`config.mk`:
```
export PLATFORM = sky130hd
export DESIGN_NAME = tsc_param
export DESIGN_NICKNAME = d
export VERILOG_FILES = /design/src/rtl/tsc_param.sv
export SDC_FILE = /design/constraint.sdc
export NUM_CORES = 1
export LEC_CHECK = 0
export CAP_MARGIN = 15
export CORE_MARGIN = 2
export CORE_UTILIZATION = 64
export DETAILED_ROUTE_END_ITERATION = 10
export PLACE_DENSITY = 0.92
export SYNTH_ARGS = -nofsm -noshare
export SYNTH_HDL_FRONTEND = slang
export SYNTH_SLANG_ARGS = --single-unit
```
`constraint.sdc`:
```
create_clock -name clk -period 3.7 [get_ports clk]
set_input_delay 0.37 -clock clk [delete_from_list [all_inputs] [get_ports clk]]
set_output_delay 0.37 -clock clk [all_outputs]
set_load 0.01 [all_outputs]
```
`src/rtl/tsc_param.sv`:
```
// Triggered sample capture: circular ADC buffer with pre-trigger history and serial readout.
// Define TSC_EDGE_TRIG_EN for a rising-crossing trigger; the default is a level trigger.
`timescale 1ns/1ps

module tsc_param #(
  parameter int                DATA_W   = 8,
  parameter int                DEPTH    = 16,
  parameter int                PRE_TRIG = 4,
  parameter logic [DATA_W-1:0] THRESH   = 8'hC0
) (
  input  logic              clk,
  input  logic              reset,
  input  logic              start,
  input  logic              SBF,
  input  logic              rdy,
  input  logic [DATA_W-1:0] dat,
  output logic              req,
  output logic              TRD,
  output logic              CD,
  output logic              SD
);

  localparam int AW = $clog2(DEPTH);
  localparam int CW = AW + 1;
  localparam int BW = $clog2(DATA_W);

  localparam logic [CW-1:0] PRE_N     = CW'(PRE_TRIG);
  localparam logic [CW-1:0] POST_LAST = CW'(DEPTH - PRE_TRIG - 2);
  localparam logic [CW-1:0] DEPTH_N   = CW'(DEPTH);
  localparam logic [AW-1:0] PRE_OFF   = AW'(PRE_TRIG);
  localparam logic [BW-1:0] BIT_TOP   = BW'(DATA_W - 1);

  typedef enum logic [2:0] {IDLE, ARM, POST, DONE, SEND} state_t;

  state_t            state_q, state_d;
  logic [AW-1:0]     wr_ptr_q, wr_ptr_d;
  logic [AW-1:0]     rd_ptr_q, rd_ptr_d;
  logic [AW-1:0]     trig_addr_q, trig_addr_d;
  logic [CW-1:0]     pre_cnt_q, pre_cnt_d;
  logic [CW-1:0]     post_cnt_q, post_cnt_d;
  logic [CW-1:0]     word_cnt_q, word_cnt_d;
  logic [BW-1:0]     bit_idx_q, bit_idx_d;
  logic              trd_q, trd_d;
  logic              cd_q, cd_d;
  logic              sd_q, sd_d;
  logic              rdy_q, rdy_d;

  logic [DATA_W-1:0] mem_q [DEPTH];
  logic [DATA_W-1:0] rd_word;
  logic              acc;
  logic              hit;
  logic              wr_en;
  logic              clr;

`ifdef TSC_EDGE_TRIG_EN
  logic [DATA_W-1:0] prev_q, prev_d;
  logic              prev_vld_q, prev_vld_d;

  function automatic logic trig_hit(input logic [DATA_W-1:0] cur,
                                    input logic [DATA_W-1:0] prev,
                                    input logic              prev_vld);
    return prev_vld && (prev < THRESH) && (cur >= THRESH);
  endfunction

  assign hit = trig_hit(dat, prev_q, prev_vld_q);
`else
  function automatic logic trig_hit(input logic [DATA_W-1:0] cur);
    return cur >= THRESH;
  endfunction

  assign hit = trig_hit(dat);
`endif

  // A sample is taken once per rdy rising edge, and only while capturing.
  assign acc     = ((state_q == ARM) || (state_q == POST)) && rdy && !rdy_q;
  assign rd_word = mem_q[rd_ptr_q];

  always_comb begin
    state_d     = state_q;
    wr_ptr_d    = wr_ptr_q;
    rd_ptr_d    = rd_ptr_q;
    trig_addr_d = trig_addr_q;
    pre_cnt_d   = pre_cnt_q;
    post_cnt_d  = post_cnt_q;
    word_cnt_d  = word_cnt_q;
    bit_idx_d   = bit_idx_q;
    trd_d       = trd_q;
    cd_d        = cd_q;
    sd_d        = 1'b0;
    rdy_d       = rdy;
    wr_en       = 1'b0;
    clr         = 1'b0;
`ifdef TSC_EDGE_TRIG_EN
    prev_d      = prev_q;
    prev_vld_d  = prev_vld_q;
`endif

    case (state_q)
      IDLE: begin
        if (start) begin
          state_d = ARM;
          clr     = 1'b1;
        end
      end

      ARM: begin
        if (acc) begin
          wr_en    = 1'b1;
          wr_ptr_d = wr_ptr_q + AW'(1);
          if (pre_cnt_q < PRE_N) pre_cnt_d = pre_cnt_q + CW'(1);
`ifdef TSC_EDGE_TRIG_EN
          prev_d     = dat;
          prev_vld_d = 1'b1;
`endif
          // Armed only once PRE_TRIG samples precede this one, so the window is full.
          if ((pre_cnt_q == PRE_N) && hit) begin
            state_d     = POST;
            trd_d       = 1'b1;
            trig_addr_d = wr_ptr_q;
            post_cnt_d  = '0;
          end
        end
      end

      POST: begin
        if (acc) begin
          wr_en    = 1'b1;
          wr_ptr_d = wr_ptr_q + AW'(1);
          if (post_cnt_q == POST_LAST) begin
            state_d = DONE;
            cd_d    = 1'b1;
          end else begin
            post_cnt_d = post_cnt_q + CW'(1);
          end
        end
      end

      DONE: begin
        if (SBF) begin
          state_d    = SEND;
          rd_ptr_d   = trig_addr_q - PRE_OFF;
          bit_idx_d  = BIT_TOP;
          word_cnt_d = '0;
        end else if (start) begin
          state_d = ARM;
          clr     = 1'b1;
        end
      end

      SEND: begin
        // One extra cycle after the last word lets SD show the final bit while still in SEND.
        if (word_cnt_q == DEPTH_N) begin
          state_d = IDLE;
          cd_d    = 1'b0;
        end else begin
          sd_d = rd_word[bit_idx_q];
          if (bit_idx_q == '0) begin
            bit_idx_d  = BIT_TOP;
            rd_ptr_d   = rd_ptr_q + AW'(1);
            word_cnt_d = word_cnt_q + CW'(1);
          end else begin
            bit_idx_d = bit_idx_q - BW'(1);
          end
        end
      end

      default: state_d = IDLE;
    endcase

    if (clr) begin
      wr_ptr_d   = '0;
      pre_cnt_d  = '0;
      post_cnt_d = '0;
      trd_d      = 1'b0;
      cd_d       = 1'b0;
`ifdef TSC_EDGE_TRIG_EN
      prev_vld_d = 1'b0;
`endif
    end
  end

  always_ff @(posedge clk) begin
    if (reset) begin
      state_q    <= IDLE;
      wr_ptr_q   <= '0;
      rd_ptr_q   <= '0;
      pre_cnt_q  <= '0;
      post_cnt_q <= '0;
      word_cnt_q <= '0;
      bit_idx_q  <= '0;
      trd_q      <= 1'b0;
      cd_q       <= 1'b0;
      sd_q       <= 1'b0;
      rdy_q      <= 1'b0;
`ifdef TSC_EDGE_TRIG_EN
      prev_vld_q <= 1'b0;
`endif
    end else begin
      state_q    <= state_d;
      wr_ptr_q   <= wr_ptr_d;
      rd_ptr_q   <= rd_ptr_d;
      pre_cnt_q  <= pre_cnt_d;
      post_cnt_q <= post_cnt_d;
      word_cnt_q <= word_cnt_d;
      bit_idx_q  <= bit_idx_d;
      trd_q      <= trd_d;
      cd_q       <= cd_d;
      sd_q       <= sd_d;
      rdy_q      <= rdy_d;
`ifdef TSC_EDGE_TRIG_EN
      prev_vld_q <= prev_vld_d;
`endif
    end
  end

  // Sample storage and trigger address carry data only and are left out of reset.
  always_ff @(posedge clk) begin
    trig_addr_q <= trig_addr_d;
`ifdef TSC_EDGE_TRIG_EN
    prev_q      <= prev_d;
`endif
    if (wr_en) mem_q[wr_ptr_q] <= dat;
  end

  assign req = (state_q == ARM) || (state_q == POST);
  assign TRD = trd_q;
  assign CD  = cd_q;
  assign SD  = sd_q;

endmodule

```
Word level (Yosys, flattened, before mapping) --
Memory sizes are Yosys's and may differ from the RTL's. A register that Yosys moved wholly into a read port is not among the register bits. Cells that the tools add are included.
Word-level totals: bits of input ports 13, memories kept 1, bits in writable memories 128, logic and storage cells 101, flip-flop bits (word level) 37, output and inout port bits 4
Cells by class: reductions and logical operators 21, magnitude comparators 3, bitwise operators 1, mux-type cells 40, add/sub/neg operators 7, equal/unequal tests 16
Memories:
- mem_q | words 16, bits a word 8, read ports 1, clocked after memory_dff 1, wr ports 1, line 48 | logic [DATA_W-1:0] mem_q [DEPTH];
Operator list (count):
- $mux W5 | 7
- $mux W3 | 10
- $mux W4 | 5
- $pmux W5 S2 | 2
- $ne A2 B2 Y1 const B | 9
- $add A5 B1 Y5 const B | 3
- $pmux W3 S5 | 1
- $mux W1 | 10
- $reduce_and A5 Y1 | 2
- $reduce_and A3 Y1 | 3
- $add A4 B1 Y4 const B | 2
- $ge A8 B8 Y1 const B | 1
- $pmux W4 S2 | 1
- $reduce_and A4 Y1 | 2
- $eq A3 B2 Y1 const B | 2
- $logic_not A3 Y1 | 2
- $pmux W3 S2 | 1
- $reduce_bool A2 Y1 | 3
- $eq A5 B3 Y1 const B | 1
- $eq A5 B4 Y1 const B | 1
- $eq A5 B5 Y1 const B | 1
- $lt A5 B3 Y1 const B | 1
- $lt A3 B4 Y1 const B | 1
- $pmux W1 S2 | 2
- 12 further kinds | 15

Logic depth before layout (Yosys ltp) --
Gate-level depths: netlist (run 1).
word-level depth 8, gate-level depth with buffers 9, gate-level depth less buffers 8

Worst setup path after synthesis (run 1) --
No wires, ideal clock.
path type register to register, start register state_q[0], end memory mem_q[3][0] (enable), arrival time 1737 ps, buffers on the path 0, cell stages (with the launch flop) 5, slack 1580 ps, clock period less this slack 2120 ps, setup time 383 ps, required time 3317 ps, cells stage by stage dfxtp_1 nand2b_1 a211oi_2 nand2_1 nor3_1
Between the ends: longest elaborated chain between the ends 8, elaborated cells on any way between the ends 10, those cells by class eq/ne (2); mux (4); reduce/logical (4)
Ends and longest elaborated chain:
- start, declared | line 35 | state_t state_q, state_d;
- start signal, assigned | line 199 | state_q <= state_d;
- $eq A3 B1 Y1 / $eq A3 B2 Y1 (equally long branches) | line 75, 98
- $logic_or A1 B1 Y1 | line 75 | assign acc = ((state_q == ARM) || (state_q == POST)) && rdy && !rdy_q;
- $logic_and A1 B1 Y1 (2 in series) | line 75
- $mux W1 | line 107, 126
- $mux W1 *
- $mux W1 * | line 222 | if (wr_en) mem_q[wr_ptr_q] <= dat;
- $mux W1 (not written as such) * | line 222
- end, declared | line 48
Every way passes the cells marked *; elsewhere a longest branch is shown, timed or not.

Worst setup path after layout (run 1) --
start register state_q[0], end memory mem_q[7][1] (enable)
Same word-level chain as after synthesis.

==> results of run 1 <==
## sequential cells by signal (all words and copies together) (netlist names), 3 cells and up, named ones only
| signal | cells |
|---|---|
| trig_addr_q | 4 |
| wr_ptr_q | 4 |
| rd_ptr_q | 4 |
| post_cnt_q | 5 |
| state_q | 3 |
| pre_cnt_q | 5 |
| bit_idx_q | 3 |
| mem_q | 128 |
| word_cnt_q | 5 |
## worst max path at each step
stage	endpoint	cells past startpoint	startpoint	slack (ps)
after global routing	mem_q[7][1]$_DFFE_PP_	4	state_q[0]$_SDFFE_PP0P_	880
after floorplan	mem_q[3][0]$_DFFE_PP_	4	state_q[0]$_SDFFE_PP0P_	1580
final	mem_q[7][1]$_DFFE_PP_	4	state_q[0]$_SDFFE_PP0P_	1050
after detailed placement	mem_q[4][1]$_DFFE_PP_	5	rdy	930
after global placement	mem_q[12][2]$_DFFE_PP_	5	rdy	1050
after CTS	mem_q[10][3]$_DFFE_PP_	4	state_q[0]$_SDFFE_PP0P_	1110
## logic make-up (layout without fill, tap and decap cells)
logic type | count (synthesis) | count (layout) | synth area share (%)
muxes | 45 | 45 | 11.1
xor gates and xnor gates | 12 | 12 | 1.50
buffers and inverters | 35 | 70 | 2.61
DFF | 169 | 169 | 67.1
and+or+nand+nor | 134 | 134 | 9.77
adders and majority gates | 13 | 13 | 2.32
AOI/OAI and AO/OA | 55 | 55 | 5.53
## power by group through the flow
stage | Sequential (mW) | Clock [mW] | Combinational (mW)
2_1_floorplan | 2.09 | 0 | 0.0353
3_3_place_gp | 2.10 | 0 | 0.0818
3_5_place_dp | 2.10 | 0 | 0.0867
4_1_cts | 2.06 | 1.66 | 0.0897
5_1_grt | 2.06 | 1.74 | 0.0963
6_report | 2.06 | 1.64 | 0.0904
## layout make-up
class | instances | area [um^2]
fillers | 643 | 2910
inverters | 13 | 48.8
well taps | 140 | 175
flip-flops and latches | 169 | 4710
multi-input cells | 259 | 2120
clock buffers | 20 | 425
clock inverters | 12 | 126
repair buffers | 25 | 228
## cells in the mapped netlist, drive strengths merged (2+ instances only)
library cell / number / area (um^2)
o211a: 2 / 20.0
a311oi: 2 / 17.5
a31o: 2 / 17.5
nand3b: 2 / 15.0
nor2: 47 / 184
xnor2: 3 / 26.3
mux4: 25 / 574
xor2: 9 / 78.8
clkbuf: 7 / 26.3
mux2i: 15 / 150
edfxtp: 132 / 3960
a211oi: 7 / 57.6
or3: 2 / 12.5
ha: 13 / 163
nand2b: 7 / 43.8
or2: 2 / 12.5
dfxtp: 37 / 741
nand2: 21 / 78.8
buf: 15 / 108
a21oi: 14 / 70.1
nor3: 13 / 75.1
nand3: 12 / 60.1
nand4: 10 / 62.6
nor4: 2 / 12.5
a31oi: 5 / 31.3
and4bb: 2 / 25.0
o21ai: 10 / 53.8
nor2b: 7 / 43.8
mux2: 5 / 56.3
nor3b: 2 / 15.0
inv: 13 / 48.8
a22oi: 2 / 15.0
## layer usage
layer,routed length (um),share of wire [%],GRT usage (%)
met4,465,3.2,10.1
met1,5610,38,36.2
met5,0,0,0
met2,7290,50,43.4
met3,1340,9.1,7.17
## per-stage QoR
step / utilization, % / area (um^2) / hold slack [ps] / cells
finish: 72.9 / 7830 / 436 / 638
global route: 72.9 / 7830 / 453 / 638
CTS: 72.9 / 7830 / 430 / 638
detailed placement: 67.7 / 7280 / 431 / 606
global placement: 67.7 / 7280 / 409 / 606
floorplan: - / 7010 / 403 / 463
## tightest hold or removal path, delay by kind of cell, from the launching register on
kind | cells | cell delay (ps)
DFF | 1 | 310
buffers and inverters | 1 | 50
and+or+nand+nor | 1 | 40
==> impl_metrics.py, run 1 <==
metrics = {
    "global_route": {
        "grt_overflow_total": 0,
        "grt_pass1_vias": 4071,
        "grt_max_degree": 34,
        "track_usage_pct": 27.1,
        "grt_antenna_before_repair": 0,
        "grt_pass1_wl_um": 22700,
    },
    "critical_path": {
        "critPathBufInv": 0,
        "r2r-start": "state_q[0]$_SDFFE_PP0P_",
        "crit_path_top_delay_cell": "nor2_1",
        "end_kind": "register",
        "crit_required_ps": 3860,
        "cp_cell_sequence": "nand2b_1, a211oi_2, nand2_1, nor2_1",
        "crit_path_max_incr_delay_ps": 600,
        "cp-start-kind": "register",
        "r2r_slack_ps": 1050,
        "arrival_ps": 2810,
        "path_class": "register to register",
        "cpLargestDelayFamily": "simple AND/OR/NAND/NOR gates",
        "timing.rr.end": "mem_q[7][1]$_DFFE_PP_",
        "cp_max_fo": 13,
        "reg2reg_depth": 4,
    },
    "die": {
        "core_mm2": 0.0107,
        "start_util_pct": 65.2,
        "rows": 38,
        "dieArea_mm2": 0.0118,
        "io_pins": 17,
        "die_w_um": 109,
        "die_h_um": 109,
    },
    "detailed_routing": {
        "routedWlPerCell_um": 23.0,
        "vias_per_cell": 6.51,
        "dr.pass1.iters": 5,
        "drc_errors": 0,
        "num_vias": 4156,
        "ant_nets": 0,
        "drt-initial-drc-count": 516,
        "wl_um": 14700,
    },
    "clocking": {
        "cts-root-buf": "clkbuf_8",
        "postCtsSetupRepairBufs": 0,
        "clock_path_buffers": 2,
        "numCtsBuffers": 17,
        "hold_buffers": 0,
        "clock_latency_ps": 530,
        "cts_tree": "yes",
        "cts_sinks": 169,
        "post_cts_resize_count": 0,
        "clk_pin_slew_worst_paths_ps": 60,
        "h-tree-depth": 4,
    },
    "power_and_ir_drop": {
        "vdd_drop_max_mv": 0.391,
        "seq_power_share_pct": 54.3,
        "p_switching_uw": 750,
        "power_density_mw_per_mm2": 484,
        "combPwrFrac_pct": 2.4,
        "p_leak_nw": 2.44,
        "internal_power_mw": 3.04,
        "p_sw_share_pct": 19.8,
        "clock_power_share_pct": 43.3,
        "p_total_mw": 3.79,
    },
    "yosys": {
        "syn_inst": 463,
        "ys_dominant_reg_cell": "edfxtp_1",
        "synth_seq_area_share_pct": 67.1,
        "synth_edf_count": 132,
        "async_flop_share_pct": 0,
        "synth_seq_cells": 169,
        "synth_area_per_cell_um2": 15.1,
        "ys_types": 58,
        "yosysWarnings": 0,
        "synth_nets": 489,
        "synth_area_mm2": 0.00701,
    },
    "worst_hold_path": {
        "whs_path_depth": 2,
        "worstHoldEndpoint": "pre_cnt_q[3]$_SDFFE_PP0P_",
        "hold_path_class": "register to register",
        "hp-start": "pre_cnt_q[3]$_SDFFE_PP0P_",
    },
    "timing": {
        "rsz0062_at_grt": "false",
        "fin_ws_ps": 1050,
        "post-route-period-util_pct": 71.5,
        "slew_headroom_pct": 42.5,
        "clock_skew_ps": 9.25,
        "setup_violations": 0,
        "hold_viol": 0,
        "tns_ps": 0,
        "final_max_slew_viol_count": 0,
        "worstMarginPinSlew_ps": 862,
        "max_freq_ghz": 0.378,
        "fin_crit_ps": 2650,
    },
    "cells_and_area": {
        "layout_common_cells": "132 x edfxtp_1, 46 x nor2_1, 35 x dfxtp_1",
        "layout-drive-gt1-share_pct": 15.5,
        "area_delta_synth_final_pct": 11.7,
        "fin_nets": 511,
        "diodes": 0,
        "mostFrequentLayoutCell": "edfxtp_1",
    },
    "outcome": {
        "status": "finished, final reports clean",
    },
    "placed_design": {
        "pre_cts_slack_ps": 932,
        "gp_congestion": 0.944,
        "port_buffers": 16,
        "hpwlAfterDp_um": 9320,
    },
    "flow_run": {
        "max-cap-violations": 0,
    },
}
Note: power is estimated with default switching activity, not from simulation.
==> run 2, diff against run 1 <==
--- a/config.mk
+++ b/config.mk
@@ -7,9 +7,9 @@
 export LEC_CHECK = 0
 export CAP_MARGIN = 15
 export CORE_MARGIN = 2
-export CORE_UTILIZATION = 64
+export CORE_UTILIZATION = 61
 export DETAILED_ROUTE_END_ITERATION = 10
-export PLACE_DENSITY = 0.92
+export PLACE_DENSITY = 0.89
 export SYNTH_ARGS = -nofsm -noshare
 export SYNTH_HDL_FRONTEND = slang
 export SYNTH_SLANG_ARGS = --single-unit
==> constraint.sdc (replaced) <==
create_clock -name clk -period 2.7 [get_ports clk]
set_input_delay 0.27 -clock clk [delete_from_list [all_inputs] [get_ports clk]]
set_output_delay 0.27 -clock clk [all_outputs]
set_load 0.01 [all_outputs]
==> run 2 against run 1 <==
Net effect: combinational power up 39%; hold slack got worse by 3.2 ps; worst setup slack lost 760 ps; register-to-register slack got worse by 760 ps; critical path depth stayed put; routed wire length increased by 15%; critical path type unchanged; highest routed layer unchanged.
==> impl_metrics.py, run 2 (synthesized netlist as in run 1, its figures left out) <==
metrics = {
    "clocking": {
        "h-tree-depth": 4,
        "cts-root-buf": "clkbuf_16",
        "cts_sinks": 169,
        "clock_latency_ps": 430,
        "postCtsSetupRepairBufs": 0,
        "cts_tree": "yes",
        "post_cts_resize_count": 0,
        "numCtsBuffers": 17,
        "clock_path_buffers": 2,
        "hold_buffers": 0,
        "clk_pin_slew_worst_paths_ps": 60,
    },
    "timing": {
        "fin_crit_ps": 2410,
        "max_freq_ghz": 0.415,
        "post-route-period-util_pct": 89.1,
        "worstMarginPinSlew_ps": 864,
        "setup_violations": 0,
        "slew_headroom_pct": 41.9,
        "clock_skew_ps": 9.77,
        "tns_ps": 0,
        "final_max_slew_viol_count": 0,
        "hold_viol": 0,
        "rsz0062_at_grt": "false",
    },
    "worst_hold_path": {
        "hold_path_class": "register to register",
        "whs_path_depth": 2,
        "hp-start": "pre_cnt_q[3]$_SDFFE_PP0P_",
        "worstHoldEndpoint": "pre_cnt_q[3]$_SDFFE_PP0P_",
    },
    "critical_path": {
        "reg2reg_depth": 4,
        "timing.rr.end": "mem_q[15][3]$_DFFE_PP_",
        "r2r_slack_ps": 290,
        "r2r-start": "state_q[0]$_SDFFE_PP0P_",
        "path_class": "register to register",
        "crit_required_ps": 2760,
        "arrival_ps": 2470,
        "crit_path_start": "state_q[0]$_SDFFE_PP0P_",
        "cp-start-kind": "register",
        "end_kind": "register",
        "cp_max_fo": 13,
    },
    "placed_design": {
        "gp_congestion": 0.901,
        "hpwlAfterDp_um": 9480,
        "place_inst": 625,
        "port_buffers": 16,
    },
    "cells_and_area": {
        "layout-drive-gt1-share_pct": 18.9,
        "layout_common_cells": "132 x edfxtp_1, 46 x nor2_1, 35 x dfxtp_1",
        "area_delta_synth_final_pct": 14.9,
        "mostFrequentLayoutCell": "edfxtp_1",
        "final_cells": 657,
        "fin_nets": 527,
        "n_fill_cell": 661,
        "largest_reg_flops": 128,
        "diodes": 0,
        "largest_register": "mem_q",
    },
    "detailed_routing": {
        "wl_um": 16900,
        "ant_nets": 0,
        "drc_errors": 0,
        "vias_per_cell": 6.82,
        "dr.pass1.iters": 5,
        "routedWlPerCell_um": 25.7,
        "drt-initial-drc-count": 720,
        "num_vias": 4484,
    },
    "die": {
        "start_util_pct": 61.9,
        "die_w_um": 111,
        "die_h_um": 111,
        "rows": 39,
        "io_pins": 17,
        "dieArea_mm2": 0.0124,
        "core_mm2": 0.0113,
    },
    "global_route": {
        "track_usage_pct": 28.7,
        "grt_overflow_total": 0,
        "grt_pass1_vias": 4438,
        "grt_max_degree": 24,
        "grt_pass1_wl_um": 26200,
        "grt_antenna_before_repair": 0,
    },
    "power_and_ir_drop": {
        "power_density_mw_per_mm2": 697,
        "vdd_drop_max_mv": 0.637,
        "p_leak_nw": 2.57,
    },
    "flow_run": {
        "max-cap-violations": 0,
    },
    "outcome": {
        "status": "finished, final reports clean",
    },
}
## run 2: changes by cell type in the layout (fill, tap and decap cells not counted), moves of 2 or more
| cell | delta |
|---|---|
| clkinvlp_4 | +2 |
| inv_6 | +2 |
| bufinv_16 | +3 |
| clkinv_4 | -2 |
| clkbuf_1 | -3 |
| buf_4 | +16 |
## run 2: per-layer routing
metal  vias up  GRT usage (%)  wire length [um]
li1       1853              -                 -
met1      2198           37.2              6020
met2       349           47.4              8280
met3        84           6.40              1750
met4         0           12.2               809
met5         -              0                 0
## run 2: critical path: stages (launching register included)
cell and delay [ps]:
dfxtp_1 580, nand2b_1 220, a211oi_2 410, nand2_1 230, nor2_1 610
## run 2: worst max path at each step
stage / endpoint / slack, ps / cells after the start
finish: mem_q[15][3]$_DFFE_PP_ / 290 / 4
global placement: mem_q[15][6]$_DFFE_PP_ / 350 / 5
global route: mem_q[15][3]$_DFFE_PP_ / 100 / 4
floorplan: mem_q[3][0]$_DFFE_PP_ / 580 / 4
CTS: mem_q[15][2]$_DFFE_PP_ / 330 / 4
detailed placement: mem_q[15][2]$_DFFE_PP_ / 230 / 5
## run 2: area by class of cell
cell class / instances / area (um^2) / share of cell area, %
clock buffers: 17 / 425 / 5.28
clock inverters: 15 / 223 / 2.77
inverters: 13 / 48.8 / 0.606
multi-input cells: 259 / 2120 / 26.3
flip-flops and latches: 169 / 4710 / 58.5
well taps: 143 / 179 / 2.22
repair buffers: 41 / 348 / 4.32
## run 2: report_power, final
| group | internal (mW) | total (mW) | switching (mW) |
|---|---|---|---|
| Clock | 1.64 | 2.67 | 1.02 |
| Sequential | 2.81 | 2.82 | 0.0107 |
| Combinational | 0.0441 | 0.126 | 0.0816 |
| Total | 4.50 | 5.61 | 1.12 |
## run 2: metrics by stage
stage | utilization [%] | hold slack [ps] | total power, mW | worst slack (ps) | cell area (um^2)
after global routing | 71.1 | 452 | 5.74 | 96.9 | 8050
after CTS | 71.1 | 437 | 5.62 | 331 | 8050
final | 71.1 | 433 | 5.61 | 293 | 8050
after floorplan | - | 342 | 2.92 | 580 | 7010
after global placement | 65.4 | 410 | 2.98 | 351 | 7400
after detailed placement | 65.4 | 428 | 2.99 | 225 | 7400
